## config.mk

```make
export PLATFORM = sky130hd
export DESIGN_NAME = lane_sched_32_8
export DESIGN_NICKNAME = d
export VERILOG_FILES = /design/src/rtl/lane_sched_32_8_pkg.sv /design/src/rtl/ser_shift_32_8.sv /design/src/rtl/lane_sched_32_8.sv
export SDC_FILE = /design/constraint.sdc
export NUM_CORES = 1
export LEC_CHECK = 0
export BUFFER_PORTS_ARGS = -buffer_cell sky130_fd_sc_hd__buf_2
export CORE_MARGIN = 2
export CORE_UTILIZATION = 51
export CTS_BUF_LIST = sky130_fd_sc_hd__clkbuf_4 sky130_fd_sc_hd__clkbuf_8 sky130_fd_sc_hd__clkbuf_16
export DETAILED_ROUTE_END_ITERATION = 8
export PLACE_DENSITY = 0.84
export SYNTH_ARGS = -nofsm -noshare
export SYNTH_HDL_FRONTEND = slang
export SYNTH_SLANG_ARGS = --single-unit
```

## constraint.sdc

```tcl
create_clock -name clk_4f -period 2.15 [get_ports clk_4f]
set_clock_uncertainty 0.1 [all_clocks]
set_input_delay 0.43 -clock clk_4f [delete_from_list [all_inputs] [get_ports clk_4f]]
set_output_delay 0.43 -clock clk_4f [all_outputs]
set_load 0.02 [all_outputs]
```

## src/rtl/lane_sched_32_8_pkg.sv

```systemverilog
// Shared definitions for the capa_fisica lane blocks: state encodings, idle fill byte,
// lane widths and the registered beat payload presented on the 8-bit lane.
package lane_sched_32_8_pkg;

  localparam int unsigned WORD_W = 32;
  localparam int unsigned BYTE_W = 8;
  localparam int unsigned IDX_W  = 2;
  localparam int unsigned REM_W  = WORD_W - BYTE_W;

  localparam logic [BYTE_W-1:0] IDLE_BYTE_DEFAULT = 8'hBC;
  localparam logic [IDX_W-1:0]  LAST_IDX          = 2'd3;

  typedef enum logic {
    ST_IDLE = 1'b0,
    ST_SEND = 1'b1
  } lane_state_e;

  typedef struct packed {
    logic [BYTE_W-1:0] data;
    logic [IDX_W-1:0]  idx;
    logic              valid;
  } lane_beat_t;

  // Round-robin pick: a lone requester wins; on a tie the one not served last wins.
  function automatic logic arb_pick(input logic v0, input logic v1, input logic last_sel);
    return (v0 && v1) ? ~last_sel : v1;
  endfunction

endpackage

```

## src/rtl/ser_shift_32_8.sv

```systemverilog
// 32->8 serializer: loads a word, emits it MSB byte first with a 2-bit byte index,
// and falls back to the idle fill byte when drained.
module ser_shift_32_8
  import lane_sched_32_8_pkg::*;
#(
  parameter logic [BYTE_W-1:0] IDLE_BYTE = IDLE_BYTE_DEFAULT
) (
  input  logic              clk,
  input  logic              rst_n,
  input  logic              load_i,
  input  logic [WORD_W-1:0] word_i,
  input  logic              shift_i,
  input  logic              drain_i,
  output lane_beat_t        beat_o
);

  logic [REM_W-1:0] rem_q, rem_d;
  lane_beat_t       beat_q, beat_d;

  // Remaining bytes are held locally so the source word may change after the load.
  always_comb begin
    rem_d  = rem_q;
    beat_d = beat_q;
    if (load_i) begin
      beat_d.data  = word_i[WORD_W-1 -: BYTE_W];
      beat_d.idx   = '0;
      beat_d.valid = 1'b1;
      rem_d        = word_i[REM_W-1:0];
    end else if (shift_i) begin
      beat_d.data  = rem_q[REM_W-1 -: BYTE_W];
      beat_d.idx   = beat_q.idx + IDX_W'(1);
      rem_d        = {rem_q[REM_W-BYTE_W-1:0], BYTE_W'(0)};
    end else if (drain_i) begin
      beat_d.data  = IDLE_BYTE;
      beat_d.idx   = '0;
      beat_d.valid = 1'b0;
    end
  end

  always_ff @(posedge clk or negedge rst_n) begin
    if (!rst_n) begin
      rem_q        <= '0;
      beat_q.data  <= IDLE_BYTE;
      beat_q.idx   <= '0;
      beat_q.valid <= 1'b0;
    end else begin
      rem_q  <= rem_d;
      beat_q <= beat_d;
    end
  end

  assign beat_o = beat_q;

endmodule

```

## src/rtl/lane_sched_32_8.sv

```systemverilog
// Two-requester word scheduler for the 32->8 lane: round-robin arbitration per word,
// with a new word accepted only in a slot so back-to-back words stream without bubbles.
module lane_sched_32_8
  import lane_sched_32_8_pkg::*;
#(
  parameter logic [BYTE_W-1:0] IDLE_BYTE = IDLE_BYTE_DEFAULT
) (
  input  logic              clk_4f,
  input  logic              reset,
  input  logic [WORD_W-1:0] data_in0,
  input  logic              valid_in0,
  output logic              ready_out0,
  input  logic [WORD_W-1:0] data_in1,
  input  logic              valid_in1,
  output logic              ready_out1,
  output logic [BYTE_W-1:0] data_out,
  output logic              valid_out,
  output logic [IDX_W-1:0]  byte_idx,
  output logic              sel_out
);

  lane_state_e state_q;
  logic        last_sel_q;
  logic        sel_q;
  lane_beat_t  beat;

  logic slot_c;
  logic grant_c;
  logic accept_c;
  logic shift_c;
  logic drain_c;

  // Slot qualification is gated by reset so no ready leaks out while held in reset.
  always_comb begin
    slot_c   = reset && ((state_q == ST_IDLE) || (beat.idx == LAST_IDX));
    grant_c  = arb_pick(valid_in0, valid_in1, last_sel_q);
    accept_c = slot_c && (valid_in0 || valid_in1);
    shift_c  = (state_q == ST_SEND) && (beat.idx != LAST_IDX);
    drain_c  = (state_q == ST_SEND) && (beat.idx == LAST_IDX) && !accept_c;
  end

  assign ready_out0 = accept_c && !grant_c;
  assign ready_out1 = accept_c &&  grant_c;

  always_ff @(posedge clk_4f or negedge reset) begin
    if (!reset) begin
      state_q    <= ST_IDLE;
      last_sel_q <= 1'b1;
      sel_q      <= 1'b0;
    end else begin
      if (accept_c) begin
        state_q    <= ST_SEND;
        last_sel_q <= grant_c;
        sel_q      <= grant_c;
      end else if (drain_c) begin
        state_q    <= ST_IDLE;
      end
    end
  end

  ser_shift_32_8 #(
    .IDLE_BYTE (IDLE_BYTE)
  ) u_ser (
    .clk     (clk_4f),
    .rst_n   (reset),
    .load_i  (accept_c),
    .word_i  (grant_c ? data_in1 : data_in0),
    .shift_i (shift_c),
    .drain_i (drain_c),
    .beat_o  (beat)
  );

  assign data_out  = beat.data;
  assign valid_out = beat.valid;
  assign byte_idx  = beat.idx;
  assign sel_out   = sel_q;

endmodule
```

* After elaboration in Yosys (flattened, before gate mapping)
Index checks and enable logic that the tools add are counted.
Word-level totals: flip-flop bits (word level) 38, input port bits 68, output and inout bits 14, word-level logic and storage cells 39
Cells by class: add/subtract/negate cells 1, equal/unequal tests 3, multiplexer cells 10, bitwise gates (word level) 2, reductions and logical operators 16
Operators by type and width (count):
- 24-bit two-way mux | 2
- 32-bit two-way mux | 1
- 11-bit two-way mux | 2
- 10-bit two-way mux | 1
- 1-bit logical AND | 8
- 1-bit two-way mux | 4
- 2-bit inequality test, second input constant | 2
- 2-bit nonzero test | 2
- 3-bit nonzero test | 1
- 2-bit by 1-bit adder with 2-bit output, second input constant | 1
- 2-bit == test, second input constant | 1
- 1-bit zero test | 2
- 1-bit logical OR | 2
- 1-bit inverter | 2
- 2-bit AND reduction | 1

* Logic depth before layout (Yosys ltp)
depth in word-level cells 9, mapped depth 7, depth with buffers taken out 4

* Cells and area by module
A second synthesis with hierarchy kept.
Second synthesis, totals: cell total of the unflattened synthesis 210, area total of the unflattened synthesis 2184.6 µm²
Modules (own cells, without submodules):
- ser_shift_32_8 | times used 1, cells an instance 161, area an instance 1634.1 µm², seq. area each 882.1 µm²
- lane_sched_32_8 | times used 1, cells an instance 49, area an instance 550.5 µm², seq. area each 76.3 µm²

* Least setup slack after synthesis
Ideal clock, no wire load.
path type reg2out, start reg u_ser.beat_q (netlist bit u_ser.beat_o[1]), end out ready_out1, data arrival time 1.497 ns, required time 1.620 ns, setup slack 0.123 ns, cell stages (with the launch flop) 7, buffers on the path 3, cells stage by stage dfrtp_1 ha_1 nand2b_1 buf_6 buf_12 buf_6 and3_1
Between the ends: cells in the longest elaborated chain, start to end 5
RTL lines:
- start: declaration | line ser_shift_32_8.sv:18 | lane_beat_t beat_q, beat_d;
- start signal: assignment | line ser_shift_32_8.sv:48 | beat_q <= beat_d;
- 2-bit == test | line lane_sched_32_8.sv:35 | slot_c = reset && ((state_q == ST_IDLE) || (beat.idx == LAST_IDX));
- 1-bit logical OR | line lane_sched_32_8.sv:35
- 1-bit logical AND | line lane_sched_32_8.sv:35
- 1-bit logical AND | line lane_sched_32_8.sv:37 | accept_c = slot_c && (valid_in0 || valid_in1);
- 1-bit logical AND | line lane_sched_32_8.sv:43 | assign ready_out1 = accept_c && grant_c;
- end: declaration | line lane_sched_32_8.sv:15 | output logic ready_out1,
Every way passes these cells.

* Final worst setup path
start reg u_ser.beat_q (netlist bit u_ser.beat_o[1]), end out ready_out0
Between the ends: cells in the longest elaborated chain, start to end 5
RTL lines:
- 2-bit == test | line lane_sched_32_8.sv:35
- 1-bit logical OR | line lane_sched_32_8.sv:35
- 1-bit logical AND | line lane_sched_32_8.sv:35
- 1-bit logical AND | line lane_sched_32_8.sv:37
- 1-bit logical AND | line lane_sched_32_8.sv:42 | assign ready_out0 = accept_c && !grant_c;
- end: declaration | line lane_sched_32_8.sv:12 | output logic ready_out0,
Every way passes these cells.

==> results by group <==
Floorplanning
  – Core Box Area: 4790 um^2
  – Die Wd: 74.8 um
  – Starting Density: 53.5%
  – I/O pin count: 82
  – Site row count: 25
  – Die Area: 5600 um^2
  – Die height: 74.8 um

Timing
  – Fin crit period: 2050 ps
  – Fin crit share: 95.5%
  – Max Transition Viols Final: 0
  – Setup violators final: 0
  – Worst hold slack: 61.1 ps
  – RSZ-0062 raised after global routing: no
  – Slew headroom: 74.3%
  – Setup_tns: 0 ps
  – Maximum clock frequency: 487 MHz
  – Final Hold Fails: 0
  – Worst slew pin tran: 385 ps

Place
  – Global placer's final weighted congestion: 0.848
  – HPWL after DPL: 4650 um
  – Port Buffers: 81
  – Area of placed instances: 2920 um^2
  – Cells after DPL: 406

Synthesis
  – Most used DFF post-synth: dfrtp_1
  – Seq/Total Area, Yosys: 37.5%
  – Top-count cell post-synth: nand4_1
  – Post-synthesis cell count: 283
  – Post-synth EDFFs: 0
  – Post-synth ARST share: 100%
  – Area leader, netlist: dfrtp_1
  – Share of the synthesized area in the top cell type: 31.3%
  – Yosys cell types: 30
  – Post-synth top cells: nand4_1 (65), a31oi_1 (32), and2_1 (32), dfrtp_1 (32), nor3_1 (32)
  – Dominant cells by area after synthesis: dfrtp_1 (31%), nand4_1 (16%), mux2i_1 (8.2%), a31oi_1 (7.8%), and2_1 (7.8%)
  – Mapped Nets: 352
  – Synth Cell Area: 2560 um^2
  – Synth warnings: 0
  – Syn_area_per_cell: 9.04 um^2
  – #FFs+latches synth: 38

Clock network
  – Reg clk slew, reported paths: 70 ps
  – Clock buffer depth: 2
  – Post CTS Setup Buffer Count: 0
  – Num CTS Buffers: 5
  – H-tree depth: 2
  – CTS tree: yes
  – Clk Latency, worst-skew pair: 300 ps
  – Clock Sinks: 38
  – Clock root cell: clkbuf_8

Drt
  – Detailed-route DRC error count: 0
  – First-iteration detailed-routing DRC count: 276
  – Post-route antenna net violation count: 0
  – Routed len/inst: 16.1 um
  – Vias: 2,502
  – WL final: 6680 um
  – Post-DR vias/cell: 6.03
  – TritonRoute pass-1 iters: 4

Critical path
  – Critical path peak fanout: 5
  – Worst setup SP type: register
  – CP Capture Type: primary output
  – WP data arrival: 1520 ps
  – Critical path required time: 1620 ps
  – Reg2Reg Depth: 5
  – Kind of critical path: reg -> out
  – Max incr delay on CP: 390 ps
  – Critical-path cell list: ha_1 > nand2b_4 > nand4_1 > inv_1 > buf_2
  – Slowest-stage cell, CP: dfrtp_1

Worst hold path
  – Hold crit path type: in -> async

Outcome
  – Run status: completed

Cells and area
  – P&R area growth vs syn: 19.2%
  – Layout cells sized above 1: 32.5%
  – Layout Nets: 416
  – N_diodes: 0
  – Fin cells: 415
  – Fin area: 3050 um^2

Global route
  – Vias in the first global route: 2,241
  – Initial antenna violation count: 0
  – First-pass GRT wire length: 10,600 um
  – Total GRT Usage: 25.0%
  – Largest net degree at the start of global routing: 53
  – Grt total ovfl: 0

Pwr
  – Worst IR Drop VDD: 0.653 mV
  – P per Cell Area: 1310 nW/um^2
  – Leakage: 1.29 nW

Job
  – Max_cap viols: 0
-- final cells by class --
cell class / count / area (um^2)
Multi-Input combinational cell: 205 / 1350
Fill cell: 413 / 1740
Timing Repair Buffer: 95 / 528
Clock buffer: 7 / 90.1
Inverter: 2 / 7.51
Sequential cell: 38 / 958
Tap cell: 67 / 83.8
Clock inverter: 1 / 30.0
-- sequential cells by signal (all words and copies together) (netlist names) --
signal and count:
u_ser.rem_q 24, u_ser.beat_o 11, last_sel_q 1, sel_out 1
state_q 1
-- where the power goes --
group | switching (mW) | total [mW] | internal, mW
sequential | 0.205 | 1.30 | 1.10
combinational | 1.23 | 2.04 | 0.818
clock | 0.258 | 0.650 | 0.391
-- per-layer routing --
metal	up-vias	routed length [um]	GRT usage, %
met1	1149	2870	34.6
met4	0	123	9.13
li1	1217	-	-
met5	-	0	0
met3	12	591	5.09
met2	124	3100	38.8
-- timing repair --
| action | in CTS | in global routing |
|---|---|---|
| endpoints found under the hold margin | 6 | 0 |
| hold buffers | 1 | 0 |
| gates resized for setup | 0 | 0 |
-- path summary, 6_finish.rpt --
kind | from | to | slack (ps)
min in group clk_4f | data_in1[27] | u_ser.beat_o[6] | 270
max in group asynchronous | reset | u_ser.beat_o[2] | 1150
worst max register to register | u_ser.beat_o[1] | u_ser.rem_q[7] | 410
worst min register to register | sel_out | sel_out | 400
worst max-delay path | u_ser.beat_o[1] | ready_out0 | 100
worst min-delay path | reset | last_sel_q | 60
-- placed cells by master (no fill, tap or decap), types with 2 or more instances in the layout --
| cell | netlist | routed |
|---|---|---|
| dfstp_2 | 6 | 6 |
| mux2i_1 | 21 | 21 |
| nor2_1 | 2 | 2 |
| a31oi_1 | 32 | 32 |
| buf_4 | 4 | 13 |
| a22oi_1 | 3 | 3 |
| clkbuf_8 | 0 | 6 |
| inv_1 | 2 | 2 |
| buf_2 | 20 | 80 |
| and2_1 | 32 | 32 |
| o21a_1 | 3 | 3 |
| nor3_1 | 32 | 32 |
| dfrtp_1 | 32 | 32 |
| nand4_1 | 65 | 65 |
-- stage by stage --
stage / power, mW / worst slack (ps) / util (%)
global placement: 3.27 / 462 / 61.0
global route: 4.28 / 11.8 / 63.7
detailed placement: 3.36 / 429 / 61.0
floorplan: 2.98 / 123 / -
finish: 4.00 / 96.8 / 63.7
CTS: 4.00 / 83.7 / 63.7
-- critical path, delay by kind of cell (launching register included) --
kind                       cells  cell delay, ps
adders and majority gates      1             260
and+or+nand+nor                2             340
buffers and inverters          2             230
DFF                            1             390
-- kinds of logic (layout without fill, tap and decap cells) --
group                    count (synthesis)  count (layout)  synth area share (%)
AO/OA/AOI/OAI                           44              44                  11.6
adder cells (fa/ha/maj)                  1               1                 0.489
buffers and inverters                   40             105                  10.1
flip-flops                              38              38                  37.5
multiplexers                            21              21                  8.22
AND/OR/NAND/NOR                        139             139                  32.1
Power figures use the tool's default switching activity.
